==> config.mk <==
export PLATFORM = sky130hd
export DESIGN_NAME = radix2_booth_divider_seq_flat
export DESIGN_NICKNAME = d
export VERILOG_FILES = /design/src/rtl/radix2_booth_divider_seq_if.sv /design/src/rtl/radix2_booth_divider_seq.sv /design/src/flat_wrapper.sv
export SDC_FILE = /design/constraint.sdc
export NUM_CORES = 1
export LEC_CHECK = 0
export CAP_MARGIN = 10
export CORE_ASPECT_RATIO = 1.5
export CORE_MARGIN = 2
export CORE_UTILIZATION = 30
export DETAILED_ROUTE_END_ITERATION = 10
export GPL_ROUTABILITY_DRIVEN = 0
export PLACE_DENSITY_LB_ADDON = 0.15
export SLEW_MARGIN = 20
export SYNTH_ARGS = -nofsm -noshare
export SYNTH_HDL_FRONTEND = slang
export SYNTH_SLANG_ARGS = --single-unit
==> constraint.sdc <==
create_clock -name clk -period 4.15 [get_ports clk]
set_input_delay 0.83 -clock clk [delete_from_list [all_inputs] [get_ports clk]]
set_output_delay 0.83 -clock clk [all_outputs]
set_load 0.1 [all_outputs]
==> src/rtl/radix2_booth_divider_seq_if.sv <==
// Start/done handshake and operand/result bus of the sequential signed divider.
// master drives requests; slave is the divider.
interface radix2_booth_divider_seq_if #(
  parameter int WIDTH = 32
);
  logic             start;
  logic [WIDTH-1:0] dividend;
  logic [WIDTH-1:0] divisor;
  logic             busy;
  logic [WIDTH-1:0] quotient;
  logic [WIDTH-1:0] remainder;
  logic             done;
  logic             divByZero;
  logic             overflow;

  modport master (
    output start, dividend, divisor,
    input  busy, quotient, remainder, done, divByZero, overflow
  );

  modport slave (
    input  start, dividend, divisor,
    output busy, quotient, remainder, done, divByZero, overflow
  );
endinterface

==> src/rtl/radix2_booth_divider_seq.sv <==
// Sequential signed divider: restoring shift-subtract on magnitudes, one quotient bit per clock.
// Latency WIDTH+1 cycles start to done (1 cycle for divide-by-zero / MIN_INT/-1); start ignored while busy.
module radix2_booth_divider_seq #(
  parameter int WIDTH = 32
) (
  input logic                      clk,
  input logic                      reset,
  radix2_booth_divider_seq_if.slave bus
);
  localparam int CW = (WIDTH > 1) ? $clog2(WIDTH) : 1;

  localparam logic [1:0] S_IDLE = 2'd0;
  localparam logic [1:0] S_ITER = 2'd1;
  localparam logic [1:0] S_FIX  = 2'd2;

  localparam logic [WIDTH-1:0] MIN_INT = {1'b1, {(WIDTH-1){1'b0}}};

  logic [1:0]       state;
  logic [CW-1:0]    count;
  logic [WIDTH-1:0] rem_q;
  logic [WIDTH-1:0] quo_q;
  logic [WIDTH-1:0] dvs_mag;
  logic             sign_dd;
  logic             sign_dv;
  logic             bypass;
  logic             dz_pend;
  logic             ov_pend;

  logic [WIDTH-1:0] dd_mag;
  logic [WIDTH-1:0] dv_mag;
  logic             dv_zero;
  logic             ovf_case;
  logic [WIDTH:0]   trial;

  // Magnitudes are unsigned, so |MIN_INT| = 2^(WIDTH-1) is represented exactly.
  assign dd_mag   = bus.dividend[WIDTH-1] ? (~bus.dividend + 1'b1) : bus.dividend;
  assign dv_mag   = bus.divisor[WIDTH-1]  ? (~bus.divisor + 1'b1)  : bus.divisor;
  assign dv_zero  = (bus.divisor == '0);
  assign ovf_case = (bus.dividend == MIN_INT) && (bus.divisor == '1);

  // The partial remainder never exceeds the divisor magnitude, so WIDTH bits hold it;
  // the extra trial bit is the borrow that decides restore vs. keep.
  assign trial = {rem_q, quo_q[WIDTH-1]} - {1'b0, dvs_mag};

  always_ff @(posedge clk or negedge reset) begin
    if (!reset) begin
      state         <= S_IDLE;
      count         <= '0;
      rem_q         <= '0;
      quo_q         <= '0;
      dvs_mag       <= '0;
      sign_dd       <= 1'b0;
      sign_dv       <= 1'b0;
      bypass        <= 1'b0;
      dz_pend       <= 1'b0;
      ov_pend       <= 1'b0;
      bus.busy      <= 1'b0;
      bus.done      <= 1'b0;
      bus.quotient  <= '0;
      bus.remainder <= '0;
      bus.divByZero <= 1'b0;
      bus.overflow  <= 1'b0;
    end else begin
      bus.done <= 1'b0;
      case (state)
        S_IDLE: begin
          if (bus.start) begin
            sign_dd       <= bus.dividend[WIDTH-1];
            sign_dv       <= bus.divisor[WIDTH-1];
            dvs_mag       <= dv_mag;
            count         <= '0;
            bus.busy      <= 1'b1;
            bus.divByZero <= 1'b0;
            bus.overflow  <= 1'b0;
            dz_pend       <= 1'b0;
            ov_pend       <= 1'b0;
            if (dv_zero) begin
              quo_q   <= '1;
              rem_q   <= bus.dividend;
              bypass  <= 1'b1;
              dz_pend <= 1'b1;
              state   <= S_FIX;
            end else if (ovf_case) begin
              quo_q   <= MIN_INT;
              rem_q   <= '0;
              bypass  <= 1'b1;
              ov_pend <= 1'b1;
              state   <= S_FIX;
            end else begin
              quo_q  <= dd_mag;
              rem_q  <= '0;
              bypass <= 1'b0;
              state  <= S_ITER;
            end
          end
        end

        S_ITER: begin
          if (!trial[WIDTH]) begin
            rem_q <= trial[WIDTH-1:0];
            quo_q <= {quo_q[WIDTH-2:0], 1'b1};
          end else begin
            rem_q <= {rem_q[WIDTH-2:0], quo_q[WIDTH-1]};
            quo_q <= {quo_q[WIDTH-2:0], 1'b0};
          end
          count <= count + 1'b1;
          if (count == CW'(WIDTH - 1)) begin
            state <= S_FIX;
          end
        end

        S_FIX: begin
          if (bypass) begin
            bus.quotient  <= quo_q;
            bus.remainder <= rem_q;
          end else begin
            bus.quotient  <= (sign_dd ^ sign_dv) ? (~quo_q + 1'b1) : quo_q;
            bus.remainder <= sign_dd ? (~rem_q + 1'b1) : rem_q;
          end
          bus.divByZero <= dz_pend;
          bus.overflow  <= ov_pend;
          bus.done      <= 1'b1;
          bus.busy      <= 1'b0;
          state         <= S_IDLE;
        end

        default: begin
          state    <= S_IDLE;
          bus.busy <= 1'b0;
        end
      endcase
    end
  end
endmodule

==> src/flat_wrapper.sv <==
// flat-port wrapper written by rule: the top's interface ports become plain ports
module radix2_booth_divider_seq_flat 
#(
  parameter int WIDTH = 32
)
  (clk, reset, bus_start, bus_dividend, bus_divisor, bus_busy, bus_quotient, bus_remainder, bus_done, bus_divByZero, bus_overflow);
  radix2_booth_divider_seq_if #(.WIDTH(WIDTH)) bus_i ();
  input logic clk;
  input logic reset;
  input wire logic [$bits(bus_i.start)-1:0] bus_start;
  input wire logic [$bits(bus_i.dividend)-1:0] bus_dividend;
  input wire logic [$bits(bus_i.divisor)-1:0] bus_divisor;
  output wire logic [$bits(bus_i.busy)-1:0] bus_busy;
  output wire logic [$bits(bus_i.quotient)-1:0] bus_quotient;
  output wire logic [$bits(bus_i.remainder)-1:0] bus_remainder;
  output wire logic [$bits(bus_i.done)-1:0] bus_done;
  output wire logic [$bits(bus_i.divByZero)-1:0] bus_divByZero;
  output wire logic [$bits(bus_i.overflow)-1:0] bus_overflow;
  assign bus_i.start = bus_start;
  assign bus_i.dividend = bus_dividend;
  assign bus_i.divisor = bus_divisor;
  assign bus_busy = bus_i.busy;
  assign bus_quotient = bus_i.quotient;
  assign bus_remainder = bus_i.remainder;
  assign bus_done = bus_i.done;
  assign bus_divByZero = bus_i.divByZero;
  assign bus_overflow = bus_i.overflow;
  radix2_booth_divider_seq #(.WIDTH(WIDTH)) u_core (.clk(clk), .reset(reset), .bus(bus_i));
endmodule
==> impl_metrics.csv <==
group,metric,value,unit
clocking,cts_setup_buffers,0,
cells_and_area,drive_above_1_share,7.25,%
setup_path,slowest_stage,"nor3_2",
timing,setup_violations,0,
synthesis,yosysWarnings,0,
cells_and_area,diodes,0,
cells_and_area,areaGrowthSynthToFinish,22.5,%
clocking,clkTransAtPathRegs,70,ps
setup_path,worstRegToRegCells,12,
hold_path,hp-class,"primary input to asynchronous set/reset pin",
timing,maxSlewViolCount,0,
cells_and_area,fin_nets,1694,
floorplan,core-area,39200,um2
synthesis,synthCells,1461,
global_routing,antenna_found_initial,0,
timing,fin_crit_sh,89.2,%
setup_path,crit_cells,12,
timing,finalClockSkew,9.55,ps
synthesis,synthDistinctLibCells,76,
clocking,clock_path_buffers,2,
global_routing,grt_max_degree,73,
setup_path,cp_num_buf_inv,2,
floorplan,die_h,248,um
job,drv_cap,0,
timing,fin_tns_setup,0,ps
timing,worst-slew-pin-transition,988,ps
setup_path,critical_path_class,"flip-flop to flip-flop",
setup_path,regToRegStartpoint,"u_core.dvs_mag[7]",
setup_path,r2r-end,"u_core.rem_q[15]",
detailed_routing,drt_iter0_markers,671,
synthesis,ys_async_sr_fraction,100,%
timing,rsz0062_at_grt,"false",
setup_path,crit_top_cell,"a211oi_1",
synthesis,ys_seq_area_share,37.1,%
floorplan,dieArea,41200,um2
placement,dp_slack,347,ps
timing,maxSlewHeadroom,33.9,%
synthesis,synth_flop_cell,"dfrtp_1",
setup_path,path_cells,"inv_1 > ha_1 > a2111oi_1 > a211oi_1 > o21ai_2 > a211oi_1 > o2111a_1 > nor3_2 > nor2_4 > buf_4 > a221oi_1 > o21ai_1",
detailed_routing,ant_nets,0,
placement,post_dp_cell_area,14000,um2
placement,portBuffers,134,
clocking,clock_latency,460,ps
floorplan,die_w,167,um
setup_path,cp.required,4480,ps
synthesis,synth_fp_nets,1568,
timing,worst_slack,447,ps
detailed_routing,dr.pass1.iters,5,
timing,hold_violations,0,
setup_path,r2r_slack,450,ps
timing,fin_crit,3700,ps
global_routing,grt_pass1_vias,10800,
detailed_routing,via_per_inst,5.24,
floorplan,io_pins,135,
synthesis,synth.avg_cell_area,8.13,um2
floorplan,start_util,30.3,%
clocking,hold_buffers,0,
status,status,"finished clean",
synthesis,ys_seq_elements,176,
clocking,cts_tree,"built",
detailed_routing,num_vias,11000,
global_routing,grt_usage,19.6,%
cells_and_area,fin_area,14600,um2
setup_path,start_kind,"flip-flop",
setup_path,crit_path_max_incr_delay,780,ps
setup_path,cp_max_fo,13,
synthesis,synth_edf_count,0,
global_routing,grt_pass1_wl,62700,um
floorplan,rows,89,
placement,hpwl,31100,um
setup_path,crit_family,"compound AO/OA/AOI/OAI gates",
clocking,cts_resized,0,
setup_path,critPathCaptureType,"flip-flop",
synthesis,netlist_area,11900,um2
timing,fmax,270,MHz
clocking,cts.sinks,176,
setup_path,arrival,4030,ps
clocking,cts-root-buf,"clkbuf_16",
detailed_routing,drt_wl_total,40000,um
global_routing,grt_overflow_total,0,
detailed_routing,drc,0,
clocking,cts_inserted_buffers,17,
clocking,h-tree-depth,4,
detailed_routing,wl_per_cell,19.1,um
registers in the layout, summed over array words and instances (netlist names):
signal	count
u_core.bus.busy	1
u_core.bus.divByZero	1
u_core.bus.done	1
u_core.bus.overflow	1
u_core.bus.quotient	32
u_core.bus.remainder	32
u_core.bypass	1
u_core.count	5
u_core.dvs_mag	32
u_core.dz_pend	1
u_core.ov_pend	1
u_core.quo_q	32
u_core.rem_q	32
u_core.sign_dd	1
u_core.sign_dv	1
u_core.state	2
metrics by stage:
step,hold WS (ps),instances,util (%)
finish,369,2100,37.1
global route,407,2100,37.1
global placement,458,2068,35.7
detailed placement,468,2068,35.7
floorplan,439,1461,-
CTS,378,2100,37.1
logic make-up after synthesis:
kind of cell | Yosys count | synth area share, %
AO/OA/AOI/OAI | 457 | 23.4
XOR/XNOR | 145 | 10.7
buffers and inverters | 137 | 4.76
adder cells (fa/ha/maj) | 40 | 4.28
AND/OR/NAND/NOR | 502 | 19.5
multiplexers | 4 | 0.347
flip-flops | 176 | 37.1
cell usage in the layout, fill, tap and decap left out, drive strengths merged, types with 12 or more instances in the layout:
cell,netlist,final
nand4,16,16
o211ai,17,17
inv,53,61
dfrtp,176,176
clkbuf,67,17
o31ai,33,33
nor2,100,100
clkdlybuf4s50,0,133
ha,39,39
nand2b,12,12
buf,17,58
nand3,22,22
a21oi,96,96
nor3,41,41
o41ai,13,13
xnor2,71,71
xor2,74,74
a221oi,13,13
nand2,232,232
nor2b,14,14
nor4,17,17
a31oi,26,26
o21ai,200,200
Yosys cell counts (12+ instances only):
cell type / number / area (um2)
a21oi_1: 94 / 470
a221oi_1: 13 / 114
a31oi_1: 26 / 163
clkbuf_1: 67 / 251
dfrtp_1: 176 / 4400
ha_1: 39 / 488
inv_1: 53 / 199
nand2_1: 231 / 867
nand2b_1: 12 / 75.1
nand3_1: 22 / 110
nand4_1: 16 / 100
nor2_1: 99 / 372
nor2b_1: 14 / 87.6
nor3_1: 40 / 200
nor4_1: 16 / 100
o211ai_1: 17 / 128
o21ai_0: 135 / 676
o21ai_1: 63 / 315
o31ai_1: 31 / 233
o41ai_1: 12 / 105
xnor2_1: 71 / 622
xor2_1: 74 / 648
cell type report:
class,instances,area [um2]
flip-flops and latches,176,4400
multi-input cells,1148,6940
well taps,500,626
clock buffers,17,425
clock inverters,15,148
repair buffers,191,1820
fillers,4119,24600
inverters,53,199
routing by layer:
metal,up-vias,track usage (%),routed length (um)
met4,0,9.69,1630
met1,5256,23.4,16900
met2,255,34.9,20200
met3,68,2.23,1300
li1,5429,-,-
met5,-,0,0
worst max path at each step:
stage,to,slack [ps],from
2_1_floorplan,u_core.rem_q[15],1040,u_core.quo_q[31]
3_3_place_gp,u_core.rem_q[8],380,bus_divisor[2]
3_5_place_dp,u_core.rem_q[25],350,bus_divisor[2]
4_1_cts,u_core.rem_q[15],470,u_core.dvs_mag[7]
5_1_grt,u_core.rem_q[15],110,u_core.dvs_mag[7]
6_report,u_core.rem_q[15],450,u_core.dvs_mag[7]
Power is not shown: default switching activity piles up to over one toggle a cycle in this logic, so the estimate is an artifact.
